`src/rtl/pipe_ctrl_if.sv`:
```
// Stall/flush control bundle between the core's hazard sources and pipe_ctrl.
// Signal names keep the controller's point of view (_i into the controller, _o out of it).
interface pipe_ctrl_if #(
   parameter int MC_CNT_W = 6
);
   // No valid/ready handshake: every request is a level sampled on each rising
   // clock edge, and every output is a per-cycle level (mc_done_o is a 1-cycle pulse).
   logic                stallreq_id_i;
   logic                stallreq_ex_i;
   logic                mc_start_i;
   logic [MC_CNT_W-1:0] mc_len_i;
   logic                flush_req_i;
   logic [5:0]          stall_o;
   logic                flush_o;
   logic                mc_busy_o;
   logic                mc_done_o;
   logic [31:0]         stall_cycles_o;
   logic [1:0]          state_o;

   modport master (
      output stallreq_id_i, stallreq_ex_i, mc_start_i, mc_len_i, flush_req_i,
      input  stall_o, flush_o, mc_busy_o, mc_done_o, stall_cycles_o, state_o
   );

   modport slave (
      input  stallreq_id_i, stallreq_ex_i, mc_start_i, mc_len_i, flush_req_i,
      output stall_o, flush_o, mc_busy_o, mc_done_o, stall_cycles_o, state_o
   );
endinterface

```
`src/rtl/pipe_ctrl.sv`:
```
// Pipeline stall/flush controller: sequences multi-cycle EX ops, drives the
// per-stage stall vector and flush strobe, and counts stalled cycles.
module pipe_ctrl #(
   parameter int MC_CNT_W     = 6,
   parameter int FLUSH_CYCLES = 1
) (
   input logic       clk,
   input logic       rst,
   pipe_ctrl_if.slave bus
);
   localparam int FCNT_W = (FLUSH_CYCLES < 2) ? 1 : $clog2(FLUSH_CYCLES + 1);
   localparam logic [FCNT_W-1:0] FCNT_INIT = FCNT_W'(FLUSH_CYCLES);
   localparam logic [5:0] STALL_EX = 6'b001111;
   localparam logic [5:0] STALL_ID = 6'b000111;

   typedef enum logic [1:0] {
      IDLE  = 2'd0,
      BUSY  = 2'd1,
      FLUSH = 2'd2
   } state_t;

   state_t              state;
   logic [MC_CNT_W-1:0] cnt;
   logic [FCNT_W-1:0]   fcnt;
   logic [31:0]         stall_cnt;

   logic       start_long;
   logic       start_short;
   logic [5:0] stall_v;
   logic       done_v;

   assign start_long  = bus.mc_start_i && (bus.mc_len_i >= MC_CNT_W'(2));
   assign start_short = bus.mc_start_i && (bus.mc_len_i <  MC_CNT_W'(2));

   // Outputs are forced low while rst is held, whatever the registered state says.
   always_comb begin
      stall_v = 6'b000000;
      done_v  = 1'b0;
      if (!rst && !bus.flush_req_i && state != FLUSH) begin
         if (state == BUSY && cnt > MC_CNT_W'(1))
            stall_v = STALL_EX;
         else if (state == IDLE && start_long)
            stall_v = STALL_EX;
         else if (bus.stallreq_ex_i)
            stall_v = STALL_EX;
         else if (bus.stallreq_id_i)
            stall_v = STALL_ID;
         done_v = (state == IDLE && start_short) ||
                  (state == BUSY && cnt == MC_CNT_W'(1));
      end
   end

   always_ff @(posedge clk) begin
      if (rst) begin
         state     <= IDLE;
         cnt       <= '0;
         fcnt      <= '0;
         stall_cnt <= '0;
      end else begin
         if (stall_v != 6'b000000 && stall_cnt != 32'hFFFF_FFFF)
            stall_cnt <= stall_cnt + 32'd1;

         // A flush aborts any op in flight and restarts the flush window.
         if (bus.flush_req_i) begin
            state <= FLUSH;
            fcnt  <= FCNT_INIT;
            cnt   <= '0;
         end else begin
            case (state)
               IDLE: begin
                  if (start_long) begin
                     state <= BUSY;
                     cnt   <= bus.mc_len_i - MC_CNT_W'(1);
                  end
               end
               BUSY: begin
                  if (cnt <= MC_CNT_W'(1)) begin
                     state <= IDLE;
                     cnt   <= '0;
                  end else begin
                     cnt <= cnt - MC_CNT_W'(1);
                  end
               end
               FLUSH: begin
                  if (fcnt <= FCNT_W'(1)) begin
                     state <= IDLE;
                     fcnt  <= '0;
                  end else begin
                     fcnt <= fcnt - FCNT_W'(1);
                  end
               end
               default: state <= IDLE;
            endcase
         end
      end
   end

   assign bus.stall_o        = stall_v;
   assign bus.mc_done_o      = done_v;
   assign bus.mc_busy_o      = !rst && (state == BUSY);
   assign bus.flush_o        = !rst && (state == FLUSH);
   assign bus.stall_cycles_o = stall_cnt;
   assign bus.state_o        = state;
endmodule

```
`src/flat_wrapper.sv`:
```
// flat-port wrapper written by rule: the top's interface ports become plain ports
module pipe_ctrl_flat 
#(
   parameter int MC_CNT_W     = 6,
   parameter int FLUSH_CYCLES = 1
)
  (clk, rst, bus_stallreq_id_i, bus_stallreq_ex_i, bus_mc_start_i, bus_mc_len_i, bus_flush_req_i, bus_stall_o, bus_flush_o, bus_mc_busy_o, bus_mc_done_o, bus_stall_cycles_o, bus_state_o);
  pipe_ctrl_if #(.MC_CNT_W(MC_CNT_W)) bus_i ();
  input logic clk;
  input logic rst;
  input wire logic [$bits(bus_i.stallreq_id_i)-1:0] bus_stallreq_id_i;
  input wire logic [$bits(bus_i.stallreq_ex_i)-1:0] bus_stallreq_ex_i;
  input wire logic [$bits(bus_i.mc_start_i)-1:0] bus_mc_start_i;
  input wire logic [$bits(bus_i.mc_len_i)-1:0] bus_mc_len_i;
  input wire logic [$bits(bus_i.flush_req_i)-1:0] bus_flush_req_i;
  output wire logic [$bits(bus_i.stall_o)-1:0] bus_stall_o;
  output wire logic [$bits(bus_i.flush_o)-1:0] bus_flush_o;
  output wire logic [$bits(bus_i.mc_busy_o)-1:0] bus_mc_busy_o;
  output wire logic [$bits(bus_i.mc_done_o)-1:0] bus_mc_done_o;
  output wire logic [$bits(bus_i.stall_cycles_o)-1:0] bus_stall_cycles_o;
  output wire logic [$bits(bus_i.state_o)-1:0] bus_state_o;
  assign bus_i.stallreq_id_i = bus_stallreq_id_i;
  assign bus_i.stallreq_ex_i = bus_stallreq_ex_i;
  assign bus_i.mc_start_i = bus_mc_start_i;
  assign bus_i.mc_len_i = bus_mc_len_i;
  assign bus_i.flush_req_i = bus_flush_req_i;
  assign bus_stall_o = bus_i.stall_o;
  assign bus_flush_o = bus_i.flush_o;
  assign bus_mc_busy_o = bus_i.mc_busy_o;
  assign bus_mc_done_o = bus_i.mc_done_o;
  assign bus_stall_cycles_o = bus_i.stall_cycles_o;
  assign bus_state_o = bus_i.state_o;
  pipe_ctrl #(.MC_CNT_W(MC_CNT_W), .FLUSH_CYCLES(FLUSH_CYCLES)) u_core (.clk(clk), .rst(rst), .bus(bus_i));
endmodule
```
`config.mk`:
```
export PLATFORM = sky130hd
export DESIGN_NAME = pipe_ctrl_flat
export DESIGN_NICKNAME = d
export VERILOG_FILES = /design/src/rtl/pipe_ctrl_if.sv /design/src/rtl/pipe_ctrl.sv /design/src/flat_wrapper.sv
export SDC_FILE = /design/constraint.sdc
export NUM_CORES = 1
export LEC_CHECK = 0
export BUFFER_PORTS_ARGS = -buffer_cell sky130_fd_sc_hd__buf_2
export CAP_MARGIN = 0
export CORE_UTILIZATION = 59
export DETAILED_ROUTE_END_ITERATION = 10
export PLACE_DENSITY = 0.86
export SYNTH_ARGS = -nofsm -noshare
export SYNTH_HDL_FRONTEND = slang
export SYNTH_SLANG_ARGS = --single-unit
export TNS_END_PERCENT = 20
```
`constraint.sdc`:
```
create_clock -name clk -period 5.8 [get_ports clk]
set_clock_uncertainty 0.05 [all_clocks]
set_input_delay 0.29 -clock clk [delete_from_list [all_inputs] [get_ports clk]]
set_output_delay 0.29 -clock clk [all_outputs]
set_load 0.005 [all_outputs]
```
==> run_summary.xml <==
<?xml version="1.0" encoding="UTF-8"?>
<metrics>
  <group name="power_and_ir_drop">
    <metric name="ir_drop" unit="V">0.000188</metric>
    <metric name="powerDensity" unit="nW/um^2">211</metric>
    <metric name="power.leakage" unit="nW">1.07</metric>
  </group>
  <group name="sta">
    <metric name="final_ws_setup" unit="ns">2.34</metric>
    <metric name="achievable-frequency" unit="GHz">0.289</metric>
    <metric name="timing.final.max_slew_violations" unit="">0</metric>
    <metric name="worst_slew_pin_slew" unit="ns">1.01</metric>
    <metric name="unrepaired_setup_endpoints_after_global_routing" unit="">no</metric>
    <metric name="finalSetupViolations" unit="">0</metric>
    <metric name="setup_tns" unit="ns">0</metric>
    <metric name="timing.final.crit_period" unit="ns">3.46</metric>
    <metric name="fin_crit_sh" unit="">0.597</metric>
    <metric name="worst_slew_margin_rel" unit="">0.327</metric>
    <metric name="timing.final.hold_violations" unit="">0</metric>
  </group>
  <group name="floorplanning">
    <metric name="die_width" unit="um">67.1</metric>
    <metric name="floorplan.io_pins" unit="">55</metric>
    <metric name="start_util" unit="">0.621</metric>
    <metric name="core.rowCount" unit="">23</metric>
    <metric name="die_height" unit="um">67.1</metric>
    <metric name="placeableCoreArea" unit="sq um">4030</metric>
    <metric name="die_area" unit="sq um">4500</metric>
  </group>
  <group name="route">
    <metric name="firstDrtPassIters" unit="">4</metric>
    <metric name="drt.antenna.violating_nets" unit="">0</metric>
    <metric name="routed_wirelength" unit="um">5700</metric>
    <metric name="via_per_inst" unit="">6.31</metric>
    <metric name="total_number_of_vias" unit="">2441</metric>
    <metric name="avgRoutedWirePerCell" unit="um">14.7</metric>
    <metric name="drc" unit="">0</metric>
    <metric name="drt-initial-drc-count" unit="">188</metric>
  </group>
  <group name="clock_network">
    <metric name="clk_pin_slew" unit="ns">0.08</metric>
    <metric name="cts_made_buffers" unit="">5</metric>
    <metric name="post_cts_buffers" unit="">0</metric>
    <metric name="cts_root_buf" unit="">clkbuf_8</metric>
    <metric name="cts_num_sinks" unit="">40</metric>
    <metric name="htree_num_levels" unit="">2</metric>
    <metric name="hold_bufs_at_cts" unit="">0</metric>
    <metric name="tritoncts" unit="">built</metric>
    <metric name="clk-insertion-delay-late" unit="ns">0.30</metric>
    <metric name="cts_repair_resize_count" unit="">0</metric>
    <metric name="clk_path_buf_depth" unit="">2</metric>
  </group>
  <group name="worst_setup_path">
    <metric name="register_to_register_setup_slack" unit="ns">2.61</metric>
    <metric name="setup.worst_path.end_class" unit="">primary output</metric>
    <metric name="path_max_fanout" unit="">59</metric>
    <metric name="path_class" unit="">register to primary output</metric>
    <metric name="crit_path_start_kind" unit="">register</metric>
    <metric name="arrival" unit="ns">3.12</metric>
    <metric name="worst-endpoint-required" unit="ns">5.46</metric>
  </group>
  <group name="flow_run">
    <metric name="max_cap_viol_count" unit="">0</metric>
  </group>
  <group name="cells_and_area">
    <metric name="n_fill_cell" unit="">354</metric>
    <metric name="areaGrowthSynthToFinish" unit="%">11.3</metric>
    <metric name="layout-drive-gt1-share" unit="">0.237</metric>
    <metric name="layout_commonest_cell" unit="">buf_2</metric>
    <metric name="n_antenna_cell" unit="">0</metric>
    <metric name="number_of_nets_in_the_final_layout" unit="">353</metric>
    <metric name="final_cell_mix" unit="">buf_2, dfxtp_1, a21oi_1</metric>
  </group>
  <group name="logic_synthesis">
    <metric name="ys_seq_area_frac" unit="">0.320</metric>
    <metric name="synthesis.instances" unit="">298</metric>
    <metric name="synth_edf_count" unit="">0</metric>
    <metric name="post-synth-top-area-cell" unit="">dfxtp_1</metric>
    <metric name="post_synth_num_cell_types" unit="">56</metric>
    <metric name="synth_register_bits" unit="">40</metric>
    <metric name="fraction_of_registers_with_async_set_reset" unit="">0</metric>
    <metric name="synth.cell_area" unit="sq um">2500</metric>
    <metric name="top_area_cells_in_the_synthesized_netlist" unit="">dfxtp_1, a21oi_1, or4_1, o31ai_1, nor2_1</metric>
    <metric name="synth-warning-count" unit="">0</metric>
    <metric name="ys_dominant_reg_cell" unit="">dfxtp_1</metric>
    <metric name="yosysTopAreaCellShare" unit="">0.320</metric>
    <metric name="post_synth.cell_area_avg" unit="sq um">8.39</metric>
  </group>
  <group name="global_routing">
    <metric name="grt_antenna_before_repair" unit="">0</metric>
    <metric name="wire_length_of_the_first_global_routing_pass" unit="um">8990</metric>
    <metric name="global_route.usage.total" unit="">0.261</metric>
    <metric name="maximum_number_of_pins_on_one_net_before_global_route_repair" unit="">60</metric>
    <metric name="first_global_vias" unit="">1924</metric>
    <metric name="grt.overflow.total" unit="">0</metric>
  </group>
  <group name="min_path">
    <metric name="worst_hold_path_type" unit="">input port to register</metric>
  </group>
  <group name="placement">
    <metric name="dp_hpwl" unit="um">3960</metric>
    <metric name="port_buffers" unit="">52</metric>
    <metric name="gp_routability_congestion" unit="">0.891</metric>
    <metric name="post_place_setup_slack" unit="ns">2.65</metric>
  </group>
  <group name="outcome">
    <metric name="status" unit="">finished clean</metric>
  </group>
</metrics>
## power by group
group,switching [W],total [W],internal (W)
Sequential,0.00000378,0.000281,0.000277
Clock,0.000101,0.000253,0.000152
Combinational,0.0000333,0.0000518,0.0000185
Total,0.000138,0.000586,0.000448
## registers in the layout, indices dropped and copies added, names as in the netlist
name	count
u_core.cnt	6
u_core.bus.state_o	2
u_core.bus.stall_cycles_o	32
## critical path, stage by stage, from the launching register on
cell	delay [ns]
dfxtp_1	0.36
or4_1	0.59
o21ai_1	0.60
a31o_2	0.94
inv_2	0.15
buf_2	0.18
## logic make-up (layout without fill, tap and decap cells)
kind of cell / Yosys count / after routing / synth area share
and+or+nand+nor: 127 / 127 / 0.311
AOI/OAI and AO/OA: 86 / 86 / 0.233
DFF: 40 / 40 / 0.320
buffers and inverters: 33 / 71 / 0.0865
adders and majority gates: 5 / 5 / 0.0250
xor gates and xnor gates: 3 / 3 / 0.0105
muxes: 3 / 3 / 0.0130
other: 1 / 2 / 0.00150
## area by class of cell
| cell class | count | area (sq um) | area share |
|---|---|---|---|
| Tap cell | 50 | 62.6 | 0.0225 |
| Multi-Input combinational cell | 226 | 1490 | 0.535 |
| Sequential cell | 40 | 801 | 0.288 |
| Clock inverter | 1 | 30.0 | 0.0108 |
| Clock buffer | 7 | 96.3 | 0.0346 |
| Timing Repair Buffer | 53 | 268 | 0.0962 |
| Inverter | 10 | 37.5 | 0.0135 |
## per-stage QoR
stage           util  std cells  hold WS, ns  area (sq um)  power, W
2_1_floorplan      -        299        0.368          2500  0.000327
3_3_place_gp   0.659        379        0.431          2660  0.000338
3_5_place_dp   0.659        379        0.426          2660  0.000339
4_1_cts        0.691        387        0.192          2780  0.000590
5_1_grt        0.691        387        0.202          2780  0.000604
6_report       0.691        387        0.193          2780  0.000586
## cells in the mapped netlist, drive strengths merged, types with 3 or more instances
cell type / number
nor2b: 4
nor3: 8
ha: 5
buf: 18
or4: 18
o21ai: 14
nand4: 11
clkbuf: 5
xnor2: 3
and3: 5
nor4: 6
a21oi: 31
o311ai: 6
and4: 5
or3: 8
dfxtp: 40
o41ai: 4
nor2: 19
o31ai: 18
inv: 10
and2: 4
o21a: 3
nand2: 15
nand3: 15
## per-layer routing
layer	vias up	track usage	share of wire
li1	1219	-	-
met1	1144	0.360	0.48
met2	64	0.401	0.45
met3	14	0.0514	0.053
met4	0	0.0931	0.015
met5	-	0	0
## final timing paths
path | end | start | cells after the start
worst min-delay path | u_core.bus.state_o[1] | bus_flush_req_i | 2
worst max register to register | u_core.bus.stall_cycles_o[25] | u_core.cnt[2] | 5
worst min register to register | u_core.bus.stall_cycles_o[30] | u_core.bus.stall_cycles_o[30] | 2
worst max-delay path | bus_stall_o[0] | u_core.cnt[2] | 5
Note: power is estimated with default switching activity, not from simulation.
